==> src/rtl/cache_prefetch.sv <==
// ---------------------------------------------------------------------------
// cache_prefetch
//   Read-only, direct-mapped cache with next-block-on-miss prefetch.
//   There is no memory port. Demand fills and prefetch fills both complete
//   at the edge that detects the miss, and the line data is generated
//   internally: DA7A_0000 OR'd with the block base address.
//
// Ports
//   clk          in   rising-edge clock
//   reset        in   asynchronous, active-high reset (clears valid bits
//                     and both outputs)
//   read_enable  in   lookup request, sampled at each rising edge
//   addr         in   [ADDR_WIDTH-1:0] lookup address, sampled with read_enable
//   hit          out  registered; 1 = the lookup at the previous edge hit
//   data_out     out  [31:0] registered; line data on a hit, 0 on a miss,
//                     held while read_enable is low
// ---------------------------------------------------------------------------
module cache_prefetch #(
   parameter int CACHE_SIZE = 16,
   parameter int BLOCK_SIZE = 4,
   parameter int ADDR_WIDTH = 8
) (
   input  logic                  clk,
   input  logic                  reset,
   input  logic                  read_enable,
   input  logic [ADDR_WIDTH-1:0] addr,
   output logic                  hit,
   output logic [31:0]           data_out
);

   // OB = offset bits, IB = index bits, TB = tag bits, BW = block-number width
   localparam int OB = $clog2(BLOCK_SIZE);
   localparam int IB = $clog2(CACHE_SIZE);
   localparam int BW = ADDR_WIDTH - OB;
   localparam int TB = BW - IB;

   // Fill pattern: the block base address in the low bits under a fixed tag.
   function automatic logic [31:0] fill_data(input logic [BW-1:0] blk);
      logic [ADDR_WIDTH-1:0] base;
      base = ADDR_WIDTH'(blk) << OB;
      return 32'hDA7A_0000 | 32'(base);
   endfunction

   // Line storage. Only the valid bits are reset; tag and data are
   // meaningless while valid is clear.
   logic [CACHE_SIZE-1:0] r_valid;
   logic [TB-1:0]         r_tag  [CACHE_SIZE];
   logic [31:0]           r_data [CACHE_SIZE];

   logic                  r_hit;
   logic [31:0]           r_data_out;

   // Address decode for the demand block and for the next sequential block.
   logic [BW-1:0]         w_blk;
   logic [BW-1:0]         w_nblk;
   logic [IB-1:0]         w_idx;
   logic [TB-1:0]         w_tag;
   logic [IB-1:0]         w_nidx;
   logic [TB-1:0]         w_ntag;
   logic                  w_hit;
   logic                  w_miss;
   logic                  w_unused_ofs;

   // The offset takes no part in a lookup. It is folded into a sink so the
   // whole address bus stays visibly consumed.
   assign w_unused_ofs = ^addr;

   assign w_blk  = addr[ADDR_WIDTH-1:OB];
   assign w_nblk = w_blk + 1'b1;            // wraps mod 2^BW
   assign w_idx  = w_blk[IB-1:0];
   assign w_tag  = w_blk[BW-1:IB];
   assign w_nidx = w_nblk[IB-1:0];
   assign w_ntag = w_nblk[BW-1:IB];

   assign w_hit  = r_valid[w_idx] && (r_tag[w_idx] == w_tag);
   assign w_miss = read_enable && !w_hit;

   // Valid bits and output registers. The lookup uses the pre-edge state.
   // On a miss, the demand line and the next-block line are marked valid at
   // the same edge. The two indices always differ because CACHE_SIZE >= 2.
   always_ff @(posedge clk or posedge reset) begin
      if (reset) begin
         r_valid    <= '0;
         r_hit      <= 1'b0;
         r_data_out <= '0;
      end else if (read_enable) begin
         if (w_hit) begin
            r_hit      <= 1'b1;
            r_data_out <= r_data[w_idx];
         end else begin
            r_hit           <= 1'b0;
            r_data_out      <= '0;
            r_valid[w_idx]  <= 1'b1;
            r_valid[w_nidx] <= 1'b1;
         end
      end else begin
         // Idle edge: hit drops, data_out keeps the last value.
         r_hit <= 1'b0;
      end
   end

   // Tag and data arrays have no reset. A write during reset is harmless
   // because the matching valid bit is held clear.
   always_ff @(posedge clk) begin
      if (w_miss) begin
         r_tag[w_idx]   <= w_tag;
         r_data[w_idx]  <= fill_data(w_blk);
         r_tag[w_nidx]  <= w_ntag;
         r_data[w_nidx] <= fill_data(w_nblk);
      end
   end

   assign hit      = r_hit;
   assign data_out = r_data_out;

endmodule

==> config.mk <==
export PLATFORM = sky130hd
export DESIGN_NAME = cache_prefetch
export DESIGN_NICKNAME = d
export VERILOG_FILES = /design/src/rtl/cache_prefetch.sv
export SDC_FILE = /design/constraint.sdc
export NUM_CORES = 1
export LEC_CHECK = 0
export ABC_AREA = 1
export CAP_MARGIN = 20
export CORE_ASPECT_RATIO = 0.75
export CORE_MARGIN = 3
export CORE_UTILIZATION = 62
export CTS_BUF_LIST = sky130_fd_sc_hd__clkbuf_4
export DETAILED_ROUTE_END_ITERATION = 8
export PLACE_DENSITY_LB_ADDON = 0.08
export SYNTH_ARGS = -nofsm -noshare
export SYNTH_HDL_FRONTEND = slang
export SYNTH_SLANG_ARGS = --single-unit
==> constraint.sdc <==
create_clock -name clk -period 2.9 [get_ports clk]
set_clock_uncertainty 0.15 [all_clocks]
set_input_delay 0.58 -clock clk [delete_from_list [all_inputs] [get_ports clk]]
set_output_delay 0.58 -clock clk [all_outputs]
set_load 0.005 [all_outputs]
==> qor.txt, run 1 <==
====================================================================================================
Kind of start point of the critical path                                                primary input
Clock-pin slew reported for the worst setup and hold paths after clock tree synthesis        0.11 ns
Max Cap Violations                                                                                 0
Antenna violations before repair                                                                   0
Final count of pins violating max slew                                                             0
Share of total power in sequential cells                                                       51.4%
Detailed-route via count                                                                        5915
Proportion of total power due to net switching                                                28.24%
Fraction of layout cells with a size suffix above 1                                           17.82%
Area of the die                                                                          12150 sq um
# IOs                                                                                             44
Post-detailed-route DRC marker count                                                               0
Summed instance area of the synthesized netlist                                           6725 sq um
Worst-case hold slack                                                                      0.2242 ns
Die H                                                                                       96.20 um
Largest net degree at the start of global routing                                                 40
Number of buffers inserted for hold repair after clock tree synthesis                              0
Detail Route Antenna Nets                                                                          0
Tot GR Track Use                                                                              30.00%
Post-cts repair resize count                                                                       0
Status                                                                                     completed
Endpoint required time on the critical path                                                  3.18 ns
Relative slew margins                                                                         32.25%
FF-to-FF path depth                                                                               13
Power per unit of standard cell area                                                    477.4 nW/um^2
Part of the power in combinational logic                                                       17.6%
Wire length of the first global-routing pass                                                27.97 mm
Avg Inst Size Synth                                                                      8.232 sq um
Number of sinks on the clock net                                                                 120
Final period demand of the worst path                                                       2.636 ns
Via count normalized by instance count                                                         5.655
Warnings from Yosys                                                                                0
CTS H-tree depth                                                                                   4
Unrepaired setup endpoints after global routing                                                false
Worst Tran Pin Value                                                                        1.013 ns
Count of distinct cell types in the synthesized netlist                                           29
Class of the tightest hold or removal check                                             primary input to asynchronous set/reset pin
Worst setup path category                                                               primary input to register
Top-area cell type share of the netlist area                                                  42.87%
Int Power                                                                                 0.002704 W
Final Hold Violating Endpoints                                                                     0
Setup violations, final                                                                            0
Crit path arrival time                                                                       2.92 ns
CTS buffer count                                                                                  17
Core area                                                                                10410 sq um
TritonCTS clock tree                                                                            done
Main area contributors after synthesis                                                  edfxtp_1 (43%), nand2_1 (16%), dfrtp_1 (8.9%)
Proportion of synthesized chip area in sequential cells                                       51.80%
Total chip power                                                                          0.003769 W
Max frequency                                                                              379.4 MHz
Flip-flop and latch count after synthesis                                                        120
Gate count of the mapped netlist                                                                 817
Clock share of power                                                                           31.0%
Initial Utilization                                                                           64.60%
Number of placed instances, taps included                                                       1013
Clock latency at the later pin of the worst-skew pair                                        0.56 ns
Sum of routed wire length over all layers                                                   17.57 mm
Placed cell area                                                                          7619 sq um
Design Area, Final                                                                        7894 sq um
NumNets Final                                                                                    913
Std-Cell Rows                                                                                     32
Largest voltage drop on the vdd net                                                      0.0004450 V
Root buffer cell                                                                            clkbuf_4
WL/cell                                                                                     16.79 um
Standby leakage power                                                                       3.667 nW
Layout overhead on the synthesized area                                                       17.38%
Final cycle utilization of the critical path                                                  90.89%
Congestion Overflow GR                                                                             0
Net Switching                                                                             0.001064 W
Dpl hpwl                                                                                    12.22 mm
Global placement routability congestion                                                       0.9196
Die width                                                                                   126.3 um
Most frequent cells in the layout                                                       nand2_1 (287), buf_4 (105), edfxtp_1 (96)
Largest area contributor in the netlist                                                     edfxtp_1
Detailed-routing iteration count for the pre-antenna-repair pass                                   6
Most common library cell in the layout ignoring fill and taps                                nand2_1
Final std cells w/o fill                                                                        1046
Max clock buf depth                                                                                2
Biggest fanout along the worst timing path                                                        13
Number of setup buffers added after CTS                                                            0
Buffers added on ports                                                                            25
Via count of the first global-routing pass                                                      5503
Number of DRC markers after the initial detailed-route iteration                                 807
Crit end category                                                                           register
====================================================================================================
[power by group through the flow]
stage | Sequential, W | Clock, W | Combinational (W)
detailed placement | 0.00197 | 0 | 0.000648
global route | 0.00194 | 0.00124 | 0.000722
finish | 0.00194 | 0.00117 | 0.000664
CTS | 0.00194 | 0.00117 | 0.000653
global placement | 0.00197 | 0 | 0.000631
floorplan | 0.00197 | 0 | 0.000395
[flip-flops by register name (all words and copies together), names as in the netlist]
signal,flops
data_out,7
hit,1
r_data,80
r_tag,16
r_valid,16
[final cells by class]
cell class,instances,area (sq um)
multi-input combinational,534,2474
sequential,120,3483
clock buffer,19,142.6
clock inverter,13,130.1
tap,136,170.2
antenna,1,2.502
timing repair buffer,137,1169
inverter,86,322.8
fill,738,2516
[per-layer routing]
layer	vias to the layer above	part of all wire [%]	track usage, %
met1	2730	42	41.81
met5	-	0	0
met3	52	10	5.158
li1	2794	-	-
met4	0	2.7	10.98
met2	339	46	48.01
[kinds of logic (layout without fill, tap and decap cells)]
logic type	after synthesis	count (layout)	synth area share (%)
and+or+nand+nor	423	423	26.77
buffers and inverters	178	255	12.26
DFF	120	120	51.80
AOI/OAI and AO/OA	85	85	7.479
adders and majority gates	6	6	1.116
xor gates and xnor gates	4	4	0.5210
other	1	17	0.05576
[critical path, stage by stage]
cell and delay [ns]:
clkdlybuf4s50_1 0.51, buf_4 0.26, ha_1 0.23, buf_4 0.16, nand2_1 0.07, xor2_1 0.79
nand4_1 0.19, nand2_1 0.11
[per-stage QoR]
step           utilization, %  worst slack, ns  TNS, ns
2_1_floorplan               -          0.06742        0
3_3_place_gp            73.19          -0.1519   -19.03
3_5_place_dp            73.19          -0.2132   -22.07
4_1_cts                 75.81           0.3599        0
5_1_grt                 75.81           0.1631        0
6_report                75.83           0.2643        0
[synthesized netlist by cell type, drive strengths merged]
master  count
a21oi      33
a22oi       8
a32o        8
buf        60
clkbuf     32
conb        1
dfrtp      24
edfxtp     96
ha          6
inv        86
nand2     287
nand3      39
nand4      48
nor2       48
nor3        1
o21a        1
o21ai      29
o21bai      2
o31ai       4
xnor2       1
xor2        3
[worst paths after layout]
check                                  start            end  slack (ns)
worst max-delay path                 addr[3]  r_data[10][4]        0.26
worst min-delay path                   reset            hit        0.22
worst max register to register  r_data[3][4]  r_data[13][1]        0.58
worst min register to register    r_valid[1]     r_valid[1]        0.32
max in group asynchronous              reset    data_out[2]        2.10
min in group clk                  r_valid[1]     r_valid[1]        0.32
Note: power is estimated with default switching activity, not from simulation.
==> run 2: changes to the inputs <==
Settings changed: SKIP_LAST_GASP set to 1.
==> results of run 2 <==
Same layout as run 1: the final DEF is identical, and so are final timing and power.
